==> src/rtl/uart_pkg.sv <==
// Shared UART constants and the byte type used by the RX path.
//   UART_DATA_W        byte width of the RX deserialiser
//   UART_RX_FIFO_DEPTH default receive buffer depth
//   uart_byte_t        one received byte
package uart_pkg;
  localparam int UART_DATA_W        = 8;
  localparam int UART_RX_FIFO_DEPTH = 16;

  typedef logic [UART_DATA_W-1:0] uart_byte_t;
endpackage

==> src/rtl/uart_rx_fifo_sync_fifo.sv <==
// sync_fifo: single-clock circular buffer with a first-word-fall-through read port.
// Ports:
//   i_clk, i_rst_n    clock, async active-low reset (pointers only; storage is not reset)
//   i_push_req        write request; accepted when not full, or when full with a pop in the same cycle
//   i_wr_data         data written on an accepted push
//   i_rd_en           pop request; ignored while empty
//   o_rd_data         head entry, combinational; don't-care while empty
//   o_empty, o_full   occupancy flags
//   o_count           occupancy 0..DEPTH
import uart_pkg::*;

module sync_fifo #(
  parameter int DATA  = UART_DATA_W,
  parameter int DEPTH = UART_RX_FIFO_DEPTH,
  localparam int AW   = $clog2(DEPTH)
) (
  input  logic            i_clk,
  input  logic            i_rst_n,
  input  logic            i_push_req,
  input  logic [DATA-1:0] i_wr_data,
  input  logic            i_rd_en,
  output logic [DATA-1:0] o_rd_data,
  output logic            o_empty,
  output logic            o_full,
  output logic [AW:0]     o_count
);

  localparam logic [AW:0] PTR_ONE = {{AW{1'b0}}, 1'b1};

  // One extra MSB on each pointer distinguishes full from empty when the index bits match.
  logic [AW:0]     wr_ptr, rd_ptr;
  logic [DATA-1:0] mem [DEPTH];
  logic            pop, push;

  assign o_empty   = (wr_ptr == rd_ptr);
  assign o_full    = (wr_ptr[AW-1:0] == rd_ptr[AW-1:0]) & (wr_ptr[AW] != rd_ptr[AW]);
  assign o_count   = wr_ptr - rd_ptr;
  assign o_rd_data = mem[rd_ptr[AW-1:0]];

  assign pop  = i_rd_en & ~o_empty;
  // A pop frees the head slot this cycle, so a full FIFO can still take the push.
  assign push = i_push_req & (~o_full | pop);

  always_ff @(posedge i_clk or negedge i_rst_n) begin
    if (!i_rst_n) begin
      wr_ptr <= '0;
      rd_ptr <= '0;
    end else begin
      if (push) wr_ptr <= wr_ptr + PTR_ONE;
      if (pop)  rd_ptr <= rd_ptr + PTR_ONE;
    end
  end

  always_ff @(posedge i_clk) begin
    if (push) mem[wr_ptr[AW-1:0]] <= i_wr_data;
  end

endmodule

==> src/rtl/uart_rx_fifo.sv <==
// uart_rx_fifo: receive buffer behind the UART RX deserialiser.
// Pushes one byte per rising edge of i_rx_ready into a sync_fifo, flags overrun when a
// byte arrives with the FIFO full and no pop to make room.
// Optional feature macro UART_RX_FIFO_OVR_COUNT_EN: adds an 8-bit saturating dropped-byte
// counter on o_ovr_count; without it o_ovr_count is tied to 0.
// Ports:
//   i_clk, i_rst_n    clock, async active-low reset
//   i_rx_data         received byte, stable while i_rx_ready is high
//   i_rx_ready        byte-ready level; 0->1 marks a new byte
//   i_rd_en           pop request
//   o_rd_data         head entry, valid while o_empty=0
//   o_empty, o_full   occupancy flags
//   o_count           occupancy 0..DEPTH
//   o_overrun         sticky overrun flag
//   i_clr_overrun     clears o_overrun and the dropped-byte counter
//   o_ovr_count       dropped-byte count (0 when the counter is not built)
import uart_pkg::*;

module uart_rx_fifo #(
  parameter int DATA  = UART_DATA_W,
  parameter int DEPTH = UART_RX_FIFO_DEPTH,
  localparam int AW   = $clog2(DEPTH)
) (
  input  logic            i_clk,
  input  logic            i_rst_n,
  input  logic [DATA-1:0] i_rx_data,
  input  logic            i_rx_ready,
  input  logic            i_rd_en,
  output logic [DATA-1:0] o_rd_data,
  output logic            o_empty,
  output logic            o_full,
  output logic [AW:0]     o_count,
  output logic            o_overrun,
  input  logic            i_clr_overrun,
  output logic [7:0]      o_ovr_count
);

  logic rdy_q, push_req, drop;

  // rdy_q resets high so a ready level already asserted at reset release is not a new byte.
  always_ff @(posedge i_clk or negedge i_rst_n) begin
    if (!i_rst_n) rdy_q <= 1'b1;
    else          rdy_q <= i_rx_ready;
  end

  assign push_req = i_rx_ready & ~rdy_q;
  // Full is never empty, so i_rd_en alone means a real pop is making room.
  assign drop     = push_req & o_full & ~i_rd_en;

  sync_fifo #(.DATA(DATA), .DEPTH(DEPTH)) u_fifo (
    .i_clk      (i_clk),
    .i_rst_n    (i_rst_n),
    .i_push_req (push_req),
    .i_wr_data  (i_rx_data),
    .i_rd_en    (i_rd_en),
    .o_rd_data  (o_rd_data),
    .o_empty    (o_empty),
    .o_full     (o_full),
    .o_count    (o_count)
  );

  // Set has priority over clear so a drop in the clearing cycle is never lost.
  always_ff @(posedge i_clk or negedge i_rst_n) begin
    if (!i_rst_n)           o_overrun <= 1'b0;
    else if (drop)          o_overrun <= 1'b1;
    else if (i_clr_overrun) o_overrun <= 1'b0;
  end

`ifdef UART_RX_FIFO_OVR_COUNT_EN
  logic [7:0] ovr_cnt;

  always_ff @(posedge i_clk or negedge i_rst_n) begin
    if (!i_rst_n) begin
      ovr_cnt <= 8'd0;
    end else if (drop) begin
      if (i_clr_overrun)         ovr_cnt <= 8'd1;
      else if (ovr_cnt != 8'hFF) ovr_cnt <= ovr_cnt + 8'd1;
    end else if (i_clr_overrun) begin
      ovr_cnt <= 8'd0;
    end
  end

  assign o_ovr_count = ovr_cnt;
`else
  assign o_ovr_count = 8'd0;
`endif

endmodule

==> config.mk <==
export PLATFORM = sky130hd
export DESIGN_NAME = uart_rx_fifo
export DESIGN_NICKNAME = d
export VERILOG_FILES = /design/src/rtl/uart_pkg.sv /design/src/rtl/uart_rx_fifo_sync_fifo.sv /design/src/rtl/uart_rx_fifo.sv
export SDC_FILE = /design/constraint.sdc
export NUM_CORES = 1
export LEC_CHECK = 0
export ABC_AREA = 1
export ABC_CLOCK_PERIOD_IN_PS = 4750
export CELL_PAD_IN_SITES_DETAIL_PLACEMENT = 0
export CELL_PAD_IN_SITES_GLOBAL_PLACEMENT = 2
export CORE_UTILIZATION = 41
export CTS_CLUSTER_DIAMETER = 120
export DETAILED_ROUTE_END_ITERATION = 10
export HOLD_SLACK_MARGIN = 0.15
export PLACE_DENSITY_LB_ADDON = 0.3
export SLEW_MARGIN = 10
export SYNTH_ARGS = -nofsm -noshare
export SYNTH_HDL_FRONTEND = slang
export SYNTH_SLANG_ARGS = --single-unit
==> constraint.sdc <==
create_clock -name i_clk -period 4.75 [get_ports i_clk]
set_input_delay 0.95 -clock i_clk [delete_from_list [all_inputs] [get_ports i_clk]]
set_output_delay 0.95 -clock i_clk [all_outputs]
set_load 0.05 [all_outputs]
After elaboration in Yosys (flattened, before gate mapping)
Memories as Yosys holds them, arrays and structs flattened.
Cells that the tools add are included.
{"block": "totals", "reg_bits": 12, "latchBits": 0, "ramBits": 128, "mem_bits_ro": 0, "input_bits": 13, "out_inout_bits": 24, "word_cells": 27, "n_memories": 1}
{"name": "u_fifo.mem", "depth": 16, "width": 8, "rd": 1, "rd_ports_with_merged_regs": 0, "wr": 1, "line": "uart_rx_fifo_sync_fifo.sv:32", "text": "logic [DATA-1:0] mem [DEPTH];"}
{"block": "classes", "add_sub_neg": 3, "multipliers": 0, "div": 0, "order_cmp": 0, "eq_ne": 3, "shift": 0, "muxes": 4, "bitwise": 11, "n_reduce_logical": 1}
{"op": "adder 5 x 1 -> 5 bit, second input constant", "n": 2}
{"op": "AND 1 bit", "n": 6}
{"op": "== test 5 bit", "n": 1}
{"op": "subtractor 5 bit", "n": 1}
{"op": "== test 4 bit", "n": 1}
{"op": "2-to-1 mux 1 bit", "n": 4}
{"op": "NOT 1 bit", "n": 4}
{"op": "nonzero test 2 bit", "n": 1}
{"op": "!= test 1 bit", "n": 1}
{"op": "OR 1 bit", "n": 1}

Depth between registers and ports, before layout
{"block": "logic_depth", "depth_word": 7, "ltp_mapped": 12}

Hierarchy
Synthesis repeated with hierarchy kept, for this count alone.
{"block": "hier_totals", "cells_unflattened": 696, "area_unflattened_um2": 6595.1}
{"mod": "sync_fifo", "instances": 1, "cells_per_inst": 677, "area_per_inst_um2": 6447.4}
{"mod": "uart_rx_fifo", "instances": 1, "cells_per_inst": 19, "area_per_inst_um2": 147.6}

Worst setup path after synthesis
Ideal clock, no wire load.
{"block": "synth_path", "kind": "register -> output", "start": "register u_fifo.rd_ptr[1]", "end": "output o_full", "arrival_time_ns": 2.240, "required_ns": 3.800, "path_slack_ns": 1.560, "stages_incl_launch_ff": 7, "path_cell_list": "dfrtp_1 -> buf_2 -> inv_2 -> buf_2 -> ha_1 -> nand2_1 -> nor3_1"}
{"block": "synth_via", "elab_chain_len": 2}
{"element": "from (decl)", "line": "uart_rx_fifo_sync_fifo.sv:31", "text": "logic [AW:0] wr_ptr, rd_ptr;"}
{"element": "from (signal assigned)", "line": "uart_rx_fifo_sync_fifo.sv:50", "text": "if (pop) rd_ptr <= rd_ptr + PTR_ONE;"}
{"element": "== test 4 bit", "line": "uart_rx_fifo_sync_fifo.sv:36", "text": "assign o_full = (wr_ptr[AW-1:0] == rd_ptr[AW-1:0]) & (wr_ptr[AW] != rd_ptr[AW]);"}
{"element": "AND 1 bit", "line": "uart_rx_fifo_sync_fifo.sv:36"}
{"element": "to (decl)", "line": "uart_rx_fifo.sv:31", "text": "output logic o_full,"}
Every way passes these cells.

Worst setup path in the final report
{"block": "layout_path", "start": "register u_fifo.rd_ptr[2]", "end": "output o_full"}
The elaborated chain is that of the path after synthesis.

==> impl_metrics.csv <==
group,metric,value,unit
outcome,outcome,"finished, final reports clean",
cts,clock_tree_from_tritoncts,"built",
synthesis,synth_seq_area_share,0.6290,
detailed_routing,routed_wl,14.56,mm
synthesis,synthesis.instances,694,
synthesis,synth.avg_cell_area,9.496,um^2
critical_path,path_class,"reg -> out",
timing,timing.max_slew.rel_slack,0.3599,
final_layout,design.final.nets,741,
place,preCtsSetupSlack,1.228,ns
die,die_x,128.8,um
global_route,gr-total-overflow,0,
timing,worstMarginPinSlew,0.9602,ns
job,maximum_capacitance_violations,0,
cts,cts_repair_resize_count,0,
power,total_power,0.004928,W
place,post-place-cells,910,
power,p_leak,3.341,nW
cts,ctsHtreeMaxLevel,4,
timing,setup_violations,0,
place,placement.cell_area,6985,um^2
die,die_height,128.8,um
critical_path,crit_chain,"inv_2, ha_1, nand2_2, nor3_1, clkdlybuf4s50_1",
cts,cts.root.buffer_cell,"clkbuf_16",
hold_path,hold_path_class,"reg -> reg",
detailed_routing,drc,0,
global_route,grt_start_max_net_pins,67,
final_layout,insertedDiodeCount,0,
detailed_routing,detailroute.via_count,4372,
final_layout,layout-drive-gt1-share,0.05882,
synthesis,ys.warnings.count,0,
global_route,grt_pass1_vias,4210,
synthesis,post-synth-top-area-fraction,0.5833,
critical_path,critPathMaxStageDelay,0.86,ns
cts,clk-insertion-delay-late,0.41,ns
global_route,grt_first_pass_wirelength,23.04,mm
die,floorplan.initialDensity,0.4272,
timing,period_share,0.8328,
critical_path,worst-endpoint-arrival,3.01,ns
power,vdd_ir_drop_max,0.7161,mV
synthesis,library_cell_occupying_the_most_area_in_the_post_synthesis_netlist,"edfxtp_1",
timing,report.final.hold_viol_count,0,
die,die_area,16580,um^2
die,row_count,45,
synthesis,synth.cell_area,6590,um^2
critical_path,end_kind,"output port",
cts,cts_post_setup_buffers_inserted,0,
power,powerDensity,651.9,nW/um^2
critical_path,critPathRequiredTime,3.80,ns
cts,cts-root-to-sink-buffers,2,
timing,layout_min_cycle_time,3.956,ns
place,finalWeightedCongestion,0.7660,
timing,tns,0,ns
cts,cts.sinks,140,
place,io_buf_count,28,
detailed_routing,detail_route.first_pass.iterations,5,
timing,worst_slack_setup_final,0.7942,ns
detailed_routing,met2RoutedLength,7.220,mm
synthesis,synth.top_cells.by_area,"edfxtp_1 58%, nand2_1 13%, inv_1 7.7%",
detailed_routing,topRoutingLayerUsed,"met4",
place,place.detailed.hpwl,9.290,mm
detailed_routing,initialDrtViolationCount,312,
final_layout,final_non_filler_cells,942,
detailed_routing,detail_route.vias_per_cell,4.641,
timing,clock.fmax,252.8,MHz
critical_path,worstPathBufferInverterCount,2,
critical_path,critical_path.top_delay_family,"buffers and inverters",
final_layout,finalInstanceArea,7560,um^2
timing,drv_slew,0,
critical_path,cpMaxStageDelayCell,"clkdlybuf4s50_1",
critical_path,worstPathMaxFanout,13,
timing,fin_worst_skew,0.01085,ns
detailed_routing,wl_met3,802,um
synthesis,synth_seq_cells,140,
synthesis,post_synth_num_cell_types,23,
final_layout,area_growth,14.71,%
detailed_routing,avgRoutedWirePerCell,15.45,um
timing,setup_repair_after_global_routing_missed_its_margin,"no",
die,core-area,15430,um^2
cts,cts_buffers,17,
die,io_pins,37,
critical_path,startpoint_type,"register",
detailed_routing,wirelength_met1,6.432,mm
detailed_routing,antenna_violating_nets_left,0,
global_route,grt_util_all_layers,0.1923,
cts,clkTransAtPathRegs,0.06,ns
cts,postCtsHoldBufs,0,
global_route,initial_antenna_violation_count,0,
[logic make-up after synthesis]
group,count (synthesis),synth area share
flops,140,0.6290
buf+inv,173,0.1105
fa+ha+maj,10,0.02013
other cells,1,0.0005690
compound gates,6,0.004557
xor+xnor,7,0.009303
simple gates,357,0.2259
[synthesized netlist by cell type]
library cell and number:
ha_1 9, dfrtp_1 11, nand2_1 237, dfstp_2 1, nor2_4 1, o21ai_0 4, inv_2 2, edfxtp_1 128
buf_4 15, conb_1 1, clkinv_1 1, fa_1 1, nor2_1 22, nor3_1 1, a21oi_1 2, nand4_4 1
inv_1 136, buf_2 12, clkbuf_1 6, xor2_1 7, nand3_1 92, nand2_2 3, buf_6 1
[state kept, by name, summed over array words and instances, names as in the netlist]
name	cells
u_fifo.wr_ptr	5
rdy_q	1
u_fifo.rd_ptr	5
u_fifo.mem	128
o_overrun	1
[worst paths after layout]
| check | start | to | slack [ns] | depth (start not counted) |
|---|---|---|---|---|
| worst max-delay path | u_fifo.rd_ptr[2] | o_full | 0.79 | 5 |
| worst min-delay path | o_overrun | o_overrun | 0.53 | 2 |
| worst max register to register | u_fifo.rd_ptr[2] | u_fifo.mem[14][0] | 1.73 | 7 |
| worst min register to register | o_overrun | o_overrun | 0.53 | 2 |
| max in group asynchronous | i_rst_n | u_fifo.rd_ptr[0] | 3.41 | 1 |
| min in group asynchronous | i_rst_n | o_overrun | 0.92 | 1 |
[stage by stage]
step                      utilization  hold WS (ns)
after floorplan                     -        0.4848
after global placement         0.4528        0.5111
after detailed placement       0.4528        0.5149
after CTS                      0.4900        0.5276
after global routing           0.4900        0.5711
final                          0.4900        0.5283
[area by class of cell]
class	instances	area [um^2]
fillers	1464	7868
flip-flops and latches	140	4146
multi-input cells	388	1743
inverters	139	521.8
clock buffers	19	432.9
repair buffers	32	310.3
well taps	211	264.0
clock inverters	13	141.4
[worst reg2reg max path, delay by kind of cell, from the launching register on]
| family | cells | cell delay (ns) |
|---|---|---|
| simple gates | 5 | 1.31 |
| buf+inv | 1 | 0.24 |
| fa+ha+maj | 1 | 0.42 |
| flops | 1 | 0.68 |
[cells in the final DEF, fill, tap and decap left out, types with 3 or more instances in the layout]
| master | netlist | routed |
|---|---|---|
| inv_6 | 0 | 3 |
| conb_1 | 1 | 8 |
| clkbuf_16 | 0 | 17 |
| clkinvlp_4 | 0 | 5 |
| nand2_1 | 237 | 237 |
| nand3_1 | 92 | 92 |
| ha_1 | 9 | 9 |
| buf_4 | 15 | 4 |
| nand2_2 | 3 | 3 |
| edfxtp_1 | 128 | 128 |
| o21ai_0 | 4 | 4 |
| nor2_1 | 22 | 22 |
| xor2_1 | 7 | 7 |
| inv_2 | 2 | 3 |
| clkdlybuf4s50_1 | 0 | 28 |
| dfrtp_1 | 11 | 10 |
| inv_1 | 136 | 135 |
[metal layers]
| layer | GRT usage | up-vias |
|---|---|---|
| met3 | 0.03576 | 8 |
| li1 | - | 2207 |
| met5 | 0 | - |
| met2 | 0.3211 | 100 |
| met1 | 0.2518 | 2057 |
| met4 | 0.06713 | 0 |
[power by group]
| group | leakage (nW) | switching, W | internal [W] |
|---|---|---|---|
| Clock | 0.264 | 0.000502 | 0.000775 |
| Combinational | 1.77 | 0.00151 | 0.000639 |
| Sequential | 1.30 | 0.0000697 | 0.00143 |
Power figures use the tool's default switching activity.
==> RTL change 1, RTL diff (same settings) <==
The option `UART_RX_FIFO_OVR_COUNT_EN` is turned on by a define.
--- a/src/rtl/uart_rx_fifo.sv
+++ b/src/rtl/uart_rx_fifo.sv
@@ -16,2 +16,4 @@
 //   o_ovr_count       dropped-byte count (0 when the counter is not built)
+`define UART_RX_FIFO_OVR_COUNT_EN
+
 import uart_pkg::*;
Behaviour: same outputs for any inputs over 10 cycles, from zero or initial values and one cycle with i_rst_n low; that may be too few to reach the edited logic, so the function may still have changed.
==> RTL change 1 against the unedited design <==
Sequential cell count grew 8; global-route usage is 0.61 points higher; combinational power increased by 5%; non-clock buffer count up 10; setup slack worse by 0.044 ns; fmax shrank 1.1%; critical path depth grew 2; design area increased by 1.1%; synthesized area decreased by 1.0%; hold slack worse by 0.040 ns; power is 4.9% higher; routed wire length increased by 1.8%; critical path type unchanged.
==> RTL change 1: results (changes against the unedited design) <==
stage,metric,value,unit,change
power,Switching Share,0.418,,-0.00554
worst_setup_path,Worst EP arrival,3.05,ns,+0.04 ns
worst_setup_path,FF-to-FF Start,u_fifo.rd_ptr[1],,
grt,grt met1 use,0.265,,+0.0131
worst_setup_path,buffer and inverter count on the worst path,3,,+1
yosys,Synth top cells by count,"133 x nor2_1, 128 x edfxtp_1, 72 x nand2_1, 60 x nand3_1, 46 x o21ai_0",,
grt,met3 Use GR,0.0363,,+0.000552
yosys,Syn Inst Count,589,,-15%
yosys,Netlist cell types,35,,+52%
route,DRT Wirelength,14800,µm,+1.8%
final_layout,layout cell share with drive strength beyond 1,0.0908,,+0.0319
sta,fin crit period,4.00,ns,+0.0445 ns
sta,WHS,0.489,ns,-0.0395 ns
worst_setup_path,CP max stage delay,0.80,ns,-0.06 ns
placement,PortBufs,36,,+29%
route,first-pass detailed-route iteration total,5,,unchanged
status,status,"finished, final reports clean",,
grt,vias in the first global route,4256,,+1.1%
clocking,setup bufs post-CTS,0,,unchanged
grt,largest net degree at the start of global routing,56,,-16%
yosys,dominant cells by area after synthesis,"edfxtp_1 59%, nor2_1 7.7%, dfrtp_1 7.3%, nand3_1 4.6%, nand2_1 4.1%",,
worst_setup_path,worst reg2reg endpoint,u_fifo.mem[4][7],,
route,DR vias,4301,,-1.6%
placement,Placed Instances,818,,-10%
yosys,sequential fraction of the synthesis area,0.666,,+0.0372
route,DRT iter0 DRCs,298,,-4.5%
placement,dpl ws,1.14,ns,-0.0853 ns
route,wire length per cell,17.4,µm,+13%
route,met2 WL post-DR,7180,µm,-0.53%
placement,dpl cell area,0.00705,mm²,+0.99%
placement,DP HPWL,8990,µm,-3.2%
worst_setup_path,R2R depth,9,,+2
grt,M2 GR Usage,0.322,,+0.000467
route,met1 WL,6940,µm,+7.8%
power,Max IR drop VDD,0.890,mV,+24%
placement,RD Place Congestion,0.763,,-0.40%
sta,clk_skew,0.00444,ns,-0.00641 ns
worst_setup_path,r2r setup slk,1.55,ns,-0.18 ns
## RTL change 1: cell types whose count changed in the layout (fill, tap and decap cells not counted), moves of 3 or more
cell / change
xor2_1: +3
nor2_1: +111
o21ai_0: +42
dfrtp_1: +8
nand2_4: +3
o21ai_1: +12
nand2_1: -165
o211ai_1: +11
conb_1: -8
clkdlybuf4s50_1: +8
nand2_2: +5
inv_1: -103
nand3_1: -32
## RTL change 1: layout make-up
cell class | count | area (µm²) | share of cell area
timing repair buffer | 42 | 405 | 0.0530
tap | 211 | 264 | 0.0345
clock buffer | 17 | 425 | 0.0557
clock inverter | 15 | 164 | 0.0214
multi-input combinational | 380 | 1900 | 0.248
inverter | 37 | 141 | 0.0185
sequential | 148 | 4350 | 0.569
## RTL change 1: logic make-up (layout without fill, tap and decap cells)
family,after synthesis,count (layout),share of synthesized area
compound gates,73,73,0.0606
xor+xnor,11,11,0.0148
fa+ha+maj,11,11,0.0223
buf+inv,61,111,0.0430
flops,148,148,0.666
simple gates,285,285,0.193
## RTL change 1: power by group through the flow
stage | logic, mW | registers [mW] | clock network, mW
3_3_place_gp | 2.26 | 1.59 | 0
3_5_place_dp | 2.27 | 1.59 | 0
4_1_cts | 2.28 | 1.57 | 1.36
6_report | 2.26 | 1.57 | 1.34
2_1_floorplan | 1.63 | 1.58 | 0
5_1_grt | 2.47 | 1.58 | 1.41
## RTL change 1: worst max-delay path by stage
stage | from | end | depth (start not counted)
global placement | u_fifo.rd_ptr[0] | o_rd_data[1] | 8
finish | u_fifo.rd_ptr[1] | o_empty | 7
floorplan | u_fifo.rd_ptr[2] | o_full | 6
CTS | u_fifo.rd_ptr[1] | o_empty | 7
detailed placement | u_fifo.rd_ptr[1] | o_empty | 7
global route | u_fifo.rd_ptr[1] | o_empty | 7
==> RTL change 2, RTL diff (same flow settings) <==
Made on the original files. Register the output `o_count`, cleared by the reset; this adds one clock of latency there. The other outputs are not delayed to match.
--- a/src/rtl/uart_rx_fifo.sv
+++ b/src/rtl/uart_rx_fifo.sv
@@ -37,2 +37,4 @@
 
+  logic [AW:0] o_count_d;
+
   logic rdy_q, push_req, drop;
@@ -58,3 +60,3 @@
     .o_full     (o_full),
-    .o_count    (o_count)
+    .o_count    (o_count_d)
   );
@@ -87,2 +89,10 @@
 
+  always_ff @(posedge i_clk or negedge i_rst_n) begin
+    if (!i_rst_n) begin
+      o_count <= '0;
+    end else begin
+      o_count <= o_count_d;
+    end
+  end
+
 endmodule
Check against the original RTL: not equivalent (Yosys sat finds a counterexample within 4 cycles, from zero or initial values and one cycle with i_rst_n low).
==> RTL change 2 against the unedited design <==
Routed wire length increased by 6.5%; power fell by 3.3%; synthesized area is 1.9% higher; setup slack got worse by 0.12 ns; register-to-register slack lost 0.18 ns; sequential power up 5%; sequential cell count increased by 5; utilization down 0.84 points; design area grew 1.6%; critical path type unchanged; largest cell class unchanged; largest power group unchanged.
==> RTL change 2: results (changes against the unedited design) <==
stage,metric,value,unit,change
yosys,adder-cell share of the synthesized area,0.0198,,-0.000375
route,DRT Wirelength,15500,µm,+6.5%
placement,RD Place Congestion,0.767,,about the same
grt,first-pass GRT wire length,24300,µm,+5.6%
yosys,ys async rst share,0.117,,+0.0315
grt,grt met1 use,0.279,,+0.0270
placement,dpl cell area,0.00711,mm²,+1.8%
grt,initial antenna violation count,0,,unchanged
yosys,Synth Area in XOR/XNOR,0.00913,,-0.000173
worst_setup_path,Worst EP arrival,3.12,ns,+0.11 ns
power,Max IR drop VDD,0.345,mV,-52%
worst_setup_path,Crit Path Max Fanout,13,,unchanged
final_layout,layout cell share with drive strength beyond 1,0.0571,,-0.00168
grt,met3 Use GR,0.0414,,+0.00565
placement,Placed Instances,919,,+0.99%
route,DR WL met3,636,µm,-21%
yosys,dominant cells by area after synthesis,"edfxtp_1 57%, nand2_1 13%, inv_1 7.6%, nand3_1 6.9%, dfrtp_1 6.0%",,
sta,clk_skew,0.00853,ns,-0.00232 ns
grt,GRT Overall Usage,0.203,,+0.0111
clocking,Root Buffer,clkbuf_16,,
route,met2 WL post-DR,7120,µm,-1.4%
yosys,sequential fraction of the synthesis area,0.636,,+0.00691
sta,max_slew headroom,0.322,,-0.0382
yosys,Avg Inst Size Synth,9.61,µm²,+1.2%
route,DR vias,4453,,+1.9%
route,met1 WL,7460,µm,+16%
placement,DP HPWL,9590,µm,+3.2%
placement,PortBufs,28,,unchanged
status,status,"finished, final reports clean",,
placement,dpl ws,1.19,ns,-0.0395 ns
final_layout,max reg flops,128,,unchanged
route,DRT iter0 DRCs,330,,+5.8%
route,wire length per cell,16.3,µm,+5.5%
grt,M2 GR Usage,0.315,,-0.00627
clocking,Clock Path Buffers,2,,unchanged
yosys,Synth Area in Compound Gates,0.00447,,-0.0000849
grt,vias in the first global route,4233,,+0.55%
power,leak pwr,3.42,nW,+2.3%
clocking,total CTS buffers,17,,unchanged
final_layout,# nets final,745,,+0.54%
grt,largest net degree at the start of global routing,68,,+1.5%
## RTL change 2: cell types whose count changed in the layout (fill, tap and decap cells not counted), moves of 2 or more
cell / change
bufinv_16: -2
clkbuf_8: +6
clkinv_2: +4
clkinvlp_4: -5
dfrtp_1: +5
inv_6: -3
## RTL change 2: path summary, 6_finish.rpt
check                            startpoint               end  slack (ns)  depth (start not counted)
min reg2reg                u_fifo.rd_ptr[3]  u_fifo.rd_ptr[3]        0.53                          2
max reg2reg                u_fifo.rd_ptr[2]  u_fifo.mem[3][5]        1.55                          7
min in group asynchronous           i_rst_n  u_fifo.rd_ptr[4]        0.98                          1
min                        u_fifo.rd_ptr[3]  u_fifo.rd_ptr[3]        0.53                          2
max                        u_fifo.rd_ptr[2]            o_full        0.68                          5
max in group asynchronous           i_rst_n  u_fifo.rd_ptr[0]        3.23                          1
## RTL change 2: cell type report
class | instances | area [µm²]
Multi-Input combinational cell | 388 | 1740
Inverter | 139 | 522
Tap cell | 216 | 270
Fill cell | 1496 | 8260
Clock inverter | 5 | 25.0
Sequential cell | 145 | 4270
Clock buffer | 27 | 544
Timing Repair Buffer | 31 | 303
## RTL change 2: cells by family after synthesis
logic type / after synthesis
buffers and inverters: 173
AOI/OAI and AO/OA: 6
xor gates and xnor gates: 7
other: 1
adders and majority gates: 10
and+or+nand+nor: 357
DFF: 145
## RTL change 2: where the power goes
group          internal (mW)  leakage [nW]  switching, mW
Clock                  0.778         0.288          0.488
Sequential              1.50          1.36         0.0765
Combinational          0.560          1.77           1.37
## RTL change 2: tightest hold or removal path, delay by kind of cell (launching register included)
kind	cells	cell delay (ns)
flops	1	0.36
compound gates	1	0.09
simple gates	1	0.06
